`src/rtl/issue_scheduler_pkg.sv`:
```
// Shared constants and types for the decode-side issue scheduler.
// Latencies are in clock cycles measured from the issue cycle.
package issue_scheduler_pkg;

    localparam int REGISTER_WIDTH = 5;
    localparam int NUM_REGS       = 2 ** REGISTER_WIDTH;
    localparam int LOAD_USE_CNT   = 1;
    localparam int MUL_USE_CNT    = 4;
    localparam int ALU_WB_DIST    = 3;
    localparam int MUL_WB_DIST    = 6;
    localparam int CNT_W          = $clog2(MUL_USE_CNT + 1);

    typedef logic [REGISTER_WIDTH-1:0] reg_idx_t;
    typedef logic [CNT_W-1:0]          pend_cnt_t;

    // Decoded-instruction view, driven directly by the decode stage.
    typedef struct packed {
        reg_idx_t rs1;
        reg_idx_t rs2;
        logic     rs1_needed;
        logic     rs2_needed;
        logic     is_mul;
        logic     is_load;
        logic     is_wb;
        reg_idx_t rd;
    } sched_req_t;

    function automatic pend_cnt_t use_cnt(input logic is_mul);
        return is_mul ? pend_cnt_t'(MUL_USE_CNT) : pend_cnt_t'(LOAD_USE_CNT);
    endfunction

endpackage

```
`src/rtl/issue_scheduler_if.sv`:
```
// Decode <-> issue scheduler bundle: decoded request in, issue/stall decision out.
// Signal names keep the scheduler's point of view (_i into it, _o out of it).
interface issue_scheduler_if;
    import issue_scheduler_pkg::*;

    logic        dec_valid_i;
    logic        flush_i;
    sched_req_t  req_i;
    logic        issue_o;
    logic        stall_o;
    logic        stall_raw_o;
    logic        stall_waw_o;
    logic        stall_wb_o;
    logic [31:0] stall_cycles_o;

    modport master (
        output dec_valid_i, flush_i, req_i,
        input  issue_o, stall_o, stall_raw_o, stall_waw_o, stall_wb_o, stall_cycles_o
    );

    modport slave (
        input  dec_valid_i, flush_i, req_i,
        output issue_o, stall_o, stall_raw_o, stall_waw_o, stall_wb_o, stall_cycles_o
    );

endinterface

```
`src/rtl/issue_scheduler_reg_pending_table.sv`:
```
// Per-register "not yet bypassable" down-counters with three read ports,
// one load port and a global decrement. Register x0 is never tracked.
module issue_scheduler_reg_pending_table
    import issue_scheduler_pkg::*;
(
    input  logic      clk_i,
    input  logic      rst_i,
    input  reg_idx_t  i_rs1,
    input  reg_idx_t  i_rs2,
    input  reg_idx_t  i_rd,
    output logic      o_rs1_busy,
    output logic      o_rs2_busy,
    output logic      o_rd_busy,
    input  logic      i_load,
    input  reg_idx_t  i_load_idx,
    input  pend_cnt_t i_load_val,
    input  logic      i_dec
);

    pend_cnt_t r_cnt [NUM_REGS];

    // A load into a counter takes priority over its decrement in the same cycle.
    always_ff @(posedge clk_i) begin
        if (rst_i) begin
            for (int r = 0; r < NUM_REGS; r++) begin
                r_cnt[r] <= '0;
            end
        end else begin
            r_cnt[0] <= '0;
            for (int r = 1; r < NUM_REGS; r++) begin
                if (i_load && (i_load_idx == reg_idx_t'(r))) begin
                    r_cnt[r] <= i_load_val;
                end else if (i_dec && (r_cnt[r] != '0)) begin
                    r_cnt[r] <= r_cnt[r] - pend_cnt_t'(1);
                end
            end
        end
    end

    assign o_rs1_busy = (r_cnt[i_rs1] != '0);
    assign o_rs2_busy = (r_cnt[i_rs2] != '0);
    assign o_rd_busy  = (r_cnt[i_rd]  != '0);

endmodule

```
`src/rtl/issue_scheduler.sv`:
```
// Issue scheduler: decides each cycle whether the decoded instruction issues or
// stalls on RAW, WAW or write-port conflicts, and counts stall cycles.
module issue_scheduler
    import issue_scheduler_pkg::*;
#(
    parameter logic [31:0] STALL_CNT_RST = '0
)
(
    input  logic             clk_i,
    input  logic             rst_i,
    issue_scheduler_if.slave sched
);

    sched_req_t              w_req;
    logic                    w_req_valid;
    logic                    w_rs1_busy;
    logic                    w_rs2_busy;
    logic                    w_rd_busy;
    logic                    w_rd_nz;
    logic                    w_raw;
    logic                    w_waw;
    logic                    w_wbc;
    logic                    w_stall;
    logic                    w_issue;
    logic                    w_tbl_load;
    logic [MUL_WB_DIST:1]    w_slot_set;
    logic [MUL_WB_DIST:1]    r_slot;
    logic [31:0]             r_stall_cycles;

    assign w_req       = sched.req_i;
    assign w_req_valid = sched.dec_valid_i & ~sched.flush_i;
    assign w_rd_nz     = (w_req.rd != '0);

    issue_scheduler_reg_pending_table u_pending (
        .clk_i      (clk_i),
        .rst_i      (rst_i),
        .i_rs1      (w_req.rs1),
        .i_rs2      (w_req.rs2),
        .i_rd       (w_req.rd),
        .o_rs1_busy (w_rs1_busy),
        .o_rs2_busy (w_rs2_busy),
        .o_rd_busy  (w_rd_busy),
        .i_load     (w_tbl_load),
        .i_load_idx (w_req.rd),
        .i_load_val (use_cnt(w_req.is_mul)),
        .i_dec      (1'b1)
    );

    assign w_raw = (w_req.rs1_needed & w_rs1_busy) | (w_req.rs2_needed & w_rs2_busy);
    assign w_waw = w_req.is_wb & w_rd_nz & w_rd_busy;
    assign w_wbc = w_req.is_wb & ~w_req.is_mul & r_slot[ALU_WB_DIST];

    assign w_stall = w_req_valid & (w_raw | w_waw | w_wbc);
    assign w_issue = w_req_valid & ~w_stall;

    // Plain ALU results are bypassed from the ALU stage, so only loads and muls occupy the table.
    assign w_tbl_load = w_issue & w_req.is_wb & w_rd_nz & (w_req.is_load | w_req.is_mul);

    // Reservation is placed at its distance from the issuing cycle, then ages with the ring.
    always_comb begin
        w_slot_set = r_slot;
        if (w_issue && w_req.is_wb) begin
            if (w_req.is_mul) begin
                w_slot_set[MUL_WB_DIST] = 1'b1;
            end else begin
                w_slot_set[ALU_WB_DIST] = 1'b1;
            end
        end
    end

    always_ff @(posedge clk_i) begin
        if (rst_i) begin
            r_slot <= '0;
        end else begin
            r_slot <= w_slot_set >> 1;
        end
    end

    always_ff @(posedge clk_i) begin
        if (rst_i) begin
            r_stall_cycles <= STALL_CNT_RST;
        end else if (w_stall && (r_stall_cycles != 32'hFFFF_FFFF)) begin
            r_stall_cycles <= r_stall_cycles + 32'd1;
        end
    end

    assign sched.issue_o        = w_issue;
    assign sched.stall_o        = w_stall;
    assign sched.stall_raw_o    = w_req_valid & w_raw;
    assign sched.stall_waw_o    = w_req_valid & w_waw;
    assign sched.stall_wb_o     = w_req_valid & w_wbc;
    assign sched.stall_cycles_o = r_stall_cycles;

endmodule

```
`src/flat_wrapper.sv`:
```
// flat-port wrapper written by rule: the top's interface ports become plain ports
module issue_scheduler_flat import issue_scheduler_pkg::*;
#(
    parameter logic [31:0] STALL_CNT_RST = '0
)
  (clk_i, rst_i, sched_dec_valid_i, sched_flush_i, sched_req_i, sched_issue_o, sched_stall_o, sched_stall_raw_o, sched_stall_waw_o, sched_stall_wb_o, sched_stall_cycles_o);
  issue_scheduler_if sched_i ();
  input  logic clk_i;
  input  logic rst_i;
  input wire logic [$bits(sched_i.dec_valid_i)-1:0] sched_dec_valid_i;
  input wire logic [$bits(sched_i.flush_i)-1:0] sched_flush_i;
  input wire logic [$bits(sched_i.req_i)-1:0] sched_req_i;
  output wire logic [$bits(sched_i.issue_o)-1:0] sched_issue_o;
  output wire logic [$bits(sched_i.stall_o)-1:0] sched_stall_o;
  output wire logic [$bits(sched_i.stall_raw_o)-1:0] sched_stall_raw_o;
  output wire logic [$bits(sched_i.stall_waw_o)-1:0] sched_stall_waw_o;
  output wire logic [$bits(sched_i.stall_wb_o)-1:0] sched_stall_wb_o;
  output wire logic [$bits(sched_i.stall_cycles_o)-1:0] sched_stall_cycles_o;
  assign sched_i.dec_valid_i = sched_dec_valid_i;
  assign sched_i.flush_i = sched_flush_i;
  assign sched_i.req_i = sched_req_i;
  assign sched_issue_o = sched_i.issue_o;
  assign sched_stall_o = sched_i.stall_o;
  assign sched_stall_raw_o = sched_i.stall_raw_o;
  assign sched_stall_waw_o = sched_i.stall_waw_o;
  assign sched_stall_wb_o = sched_i.stall_wb_o;
  assign sched_stall_cycles_o = sched_i.stall_cycles_o;
  issue_scheduler #(.STALL_CNT_RST(STALL_CNT_RST)) u_core (.clk_i(clk_i), .rst_i(rst_i), .sched(sched_i));
endmodule
```
`config.mk`:
```
export PLATFORM = sky130hd
export DESIGN_NAME = issue_scheduler_flat
export DESIGN_NICKNAME = d
export VERILOG_FILES = /design/src/rtl/issue_scheduler_pkg.sv /design/src/rtl/issue_scheduler_if.sv /design/src/rtl/issue_scheduler_reg_pending_table.sv /design/src/rtl/issue_scheduler.sv /design/src/flat_wrapper.sv
export SDC_FILE = /design/constraint.sdc
export NUM_CORES = 1
export LEC_CHECK = 0
export BUFFER_PORTS_ARGS = -buffer_cell sky130_fd_sc_hd__buf_2
export CAP_MARGIN = 20
export CORE_ASPECT_RATIO = 1.2
export CORE_MARGIN = 3
export CORE_UTILIZATION = 40
export CTS_CLUSTER_SIZE = 12
export DETAILED_ROUTE_END_ITERATION = 10
export PLACE_DENSITY = 0.62
export SLEW_MARGIN = 40
export SYNTH_ARGS = -nofsm -noshare
export SYNTH_HDL_FRONTEND = slang
export SYNTH_SLANG_ARGS = --single-unit
```
`constraint.sdc`:
```
create_clock -name clk_i -period 3.7 [get_ports clk_i]
set_input_delay 0.37 -clock clk_i [delete_from_list [all_inputs] [get_ports clk_i]]
set_output_delay 0.37 -clock clk_i [all_outputs]
set_load 0.02 [all_outputs]
```
==> metrics.sh <==
DRT.ANTENNA.VIOLATING_NETS=0
MIN_PERIOD_OVER_PERIOD=0.972
SETUP_VIOLATIONS=0
RUN_STATUS='finished clean'
MIN_DELAY_PATH_DEPTH=2
WORST_HOLD_STARTPOINT='sched_req_i[5]'
CTS.ROOT.BUFFER_CELL='sky130_fd_sc_hd__clkbuf_16'
ANTENNADIODECOUNT=0
NUM_IO_PINS=61
LAYOUT_MIN_CYCLE_TIME_PS=3600
POSTSYNTHCELLCOUNT=1029
WIRELENGTH_UM=26800
CP_DATA_REQUIRED_TIME_PS=3330
CRITPATHMAXSTAGEDELAY_PS=520
P_LEAK_nW=4.45
GLOBAL_ROUTE.USAGE.TOTAL=0.206
TIMING.REG2REG.SETUP_SLACK_PS=300
DIE_WIDTH_UM=148
RSZ_0062_RAISED_AFTER_GLOBAL_ROUTING='yes'
YS_WARN_COUNT=0
MAPPED_AVG_CELL_AREA_UM2=9.38
GP_CONGESTION=0.959
PATH_TYPE_OF_THE_WORST_SETUP_PATH='reg2out'
GRT_ANTENNA_BEFORE_REPAIR=2
HOLD-PATH-ENDPOINT='u_core.r_slot[5]'
PLACED_CELL_AREA_UM2=10400
GRT_START_MAX_NET_PINS=87
TIMING.HOLD.WS_PS=331
DRC=0
TRITONCTS_CLOCK_TREE='built'
PORT_BUFFERS=60
NUM-FILL-CELLS=2248
CTS.PATH.MAX_BUFFERS=2
IR_WORST_VDD_V=0.000327
LAYOUT-AREA-OVERHEAD-VS-SYNTH_PCT=14.4
WORST_SLEW_MARGIN_REL=0.526
SYNTH-EDFF-COUNT=93
GLOBALROUTEOVERFLOWTOTAL=0
VIA_COUNT_NORMALIZED_BY_INSTANCE_COUNT=5.90
HOLD_VIOLATIONS=0
TIMING_MAX_TRANSITION_VIOLATIONS_FINAL=0
WORSTPATHARRIVAL_PS=3230
SETUP_SLACK_PS=105
R2R_CELLS=8
GRT_FIRST_PASS_WIRELENGTH_UM=42900
MAXCLOCKFREQUENCY_MHz=278
DR.PASS1.ITERS=5
CRIT_PATH_END_KIND='primary output'
SYNTH.CELL_AREA_UM2=9650
MOST_COMMON_LIBRARY_CELL_IN_THE_LAYOUT_IGNORING_FILL_AND_TAPS='sky130_fd_sc_hd__nor2_1'
DETAILEDROUTE.FIRSTITERATIONVIOLATIONS=588
YS_DOMINANT_REG_CELL='sky130_fd_sc_hd__edfxtp_1'
PATH_CELLS='mux4_2 > o32a_1 > o211a_1 > nor4_4 > nand2_4 > buf_4 > nor2_2 > buf_2'
DPL_WORST_SLACK_PS=235
CLK_TRANSITION_REPORTED_PATHS_PS=60
NUMCTSBUFFERS=17
COMMONEST_CELLS_AFTER_ROUTING_FILL_AND_TAPS_ASIDE='sky130_fd_sc_hd__nor2_1 (102), sky130_fd_sc_hd__edfxtp_1 (93), sky130_fd_sc_hd__inv_1 (83)'
ROUTEDWLPERCELL_UM=18.9
DESIGN_AREA_UM2=11000
CLOCK-SINKS=128
FIRST_GLOBAL_VIAS=8174
R2R-START='u_core.u_pending.r_cnt[30][2]'
WORST_SETUP_PATH_START_KIND='register'
PLACEMENTROWS=61
CLK_LATENCY_PS=430
DIE_EXTENT_IN_Y_UM=176
FIN_WORST_SKEW_PS=12.5
HALF_PERIMETER_WIRE_LENGTH_AFTER_DETAILED_PLACEMENT_UM=20000
LAYOUT_CELLS_SIZED_ABOVE_1=0.185
ROUTED-VIA-COUNT=8360
TIMING.CRITICAL_PATH.SLOWEST_STAGE_CELL='sky130_fd_sc_hd__mux4_2'
PLACEABLECOREAREA_UM2=23400
HP-CLASS='in2reg'
START_UTIL=0.412
DIE-AREA_UM2=26000
SYNTH.FF_LATCH_COUNT=128
SYNTHARSTFLOPSHARE=0
SYNTH_NETS=1116
H-TREE-DEPTH=4
WORST_R2R_ENDPOINT='u_core.u_pending.r_cnt[27][2]'
POWER.DENSITY_CELL_AREA_nW_PER_UM2=680
WORST_MAX_SLEW_PIN_SLEW_PS=711
YOSYSUNIQUECELLTYPES=64
MAXCAPVIOLCOUNT=0
NNETSFINAL=1177
SYNTH_SEQ_AREA_SHARE=0.362
PATH_MAX_FANOUT=21
==> power by group <==
group	internal (mW)	switching [mW]
clock	0.958	0.715
sequential	2.23	0.501
combinational	1.40	1.71
total	4.58	2.92
==> stage by stage <==
step | TNS, ps | total power [mW] | util | instances
floorplan | 0 | 4.94 | - | 1029
global placement | 0 | 5.73 | 0.445 | 1386
detailed placement | 0 | 5.80 | 0.445 | 1386
CTS | 0 | 7.49 | 0.470 | 1418
global route | -6.00 | 8.06 | 0.471 | 1418
finish | 0 | 7.51 | 0.471 | 1418
==> logic make-up after synthesis <==
logic type | after synthesis | share of synthesized area
fa+ha+maj | 63 | 0.0817
xor+xnor | 9 | 0.00817
flops | 128 | 0.362
simple gates | 462 | 0.272
compound gates | 142 | 0.114
buf+inv | 141 | 0.0574
mux | 84 | 0.104
==> routing by layer <==
| layer | GRT usage | vias up | share of wire |
|---|---|---|---|
| li1 | - | 3987 | - |
| met1 | 0.263 | 4030 | 0.43 |
| met2 | 0.346 | 270 | 0.48 |
| met3 | 0.0418 | 69 | 0.054 |
| met4 | 0.0777 | 4 | 0.029 |
| met5 | 0 | - | 0.0010 |
==> layout make-up <==
class                   instances  area [um^2]  area share
repair buffers                100          619      0.0561
inverters                      83          312      0.0282
clock inverters                13          108     0.00975
multi-input cells             760         5640       0.511
clock buffers                  19          475      0.0431
flip-flops and latches        128         3490       0.316
well taps                     315          394      0.0357
==> state kept, by name, indices dropped and copies added (netlist names) <==
name / flops
u_core.sched.stall_cycles_o: 32
u_core.r_slot: 3
u_core.u_pending.r_cnt: 93
==> synth_stat cells (15+ instances only) <==
library cell,count,area share
sky130_fd_sc_hd__nor2_1,103,0.040
sky130_fd_sc_hd__edfxtp_1,93,0.29
sky130_fd_sc_hd__inv_1,83,0.032
sky130_fd_sc_hd__ha_1,63,0.082
sky130_fd_sc_hd__nor2b_1,48,0.031
sky130_fd_sc_hd__nor3_1,47,0.024
sky130_fd_sc_hd__mux2i_1,46,0.048
sky130_fd_sc_hd__clkbuf_1,41,0.016
sky130_fd_sc_hd__nand2_1,39,0.015
sky130_fd_sc_hd__dfxtp_1,35,0.073
sky130_fd_sc_hd__or3_1,33,0.021
sky130_fd_sc_hd__nor4_1,31,0.020
sky130_fd_sc_hd__nand3b_1,28,0.022
sky130_fd_sc_hd__a21oi_1,26,0.013
sky130_fd_sc_hd__nand4_1,24,0.016
sky130_fd_sc_hd__mux2_2,23,0.027
sky130_fd_sc_hd__nand2b_1,23,0.015
sky130_fd_sc_hd__nor4b_1,21,0.019
sky130_fd_sc_hd__nand3_1,18,0.0093
sky130_fd_sc_hd__a221oi_1,15,0.014
==> critical path: cells and delay by family (launching register included) <==
family	cells	cell delay (ps)
AOI/OAI and AO/OA	2	560
and+or+nand+nor	3	780
muxes	1	520
DFF	1	460
buffers and inverters	2	470
==> worst max-delay path by stage <==
stage | start | endpoint | slack (ps) | cells after the start
final | u_core.u_pending.r_cnt[30][2] | sched_issue_o | 100 | 8
after global routing | u_core.u_pending.r_cnt[30][2] | sched_stall_o | -6 | 9
after CTS | u_core.u_pending.r_cnt[24][2] | sched_stall_o | 10 | 10
after detailed placement | sched_req_i[17] | u_core.u_pending.r_cnt[21][1] | 240 | 10
after global placement | sched_req_i[17] | u_core.u_pending.r_cnt[21][1] | 280 | 10
after floorplan | u_core.u_pending.r_cnt[30][2] | u_core.u_pending.r_cnt[4][2] | 450 | 8
==> timing repair <==
item / CTS / global route
setup endpoints to repair: 0 / 2
setup buffers: 0 / 0
hold buffers: 0 / 0
gates resized for setup: 0 / 8
(Power assumes the default switching activity.)
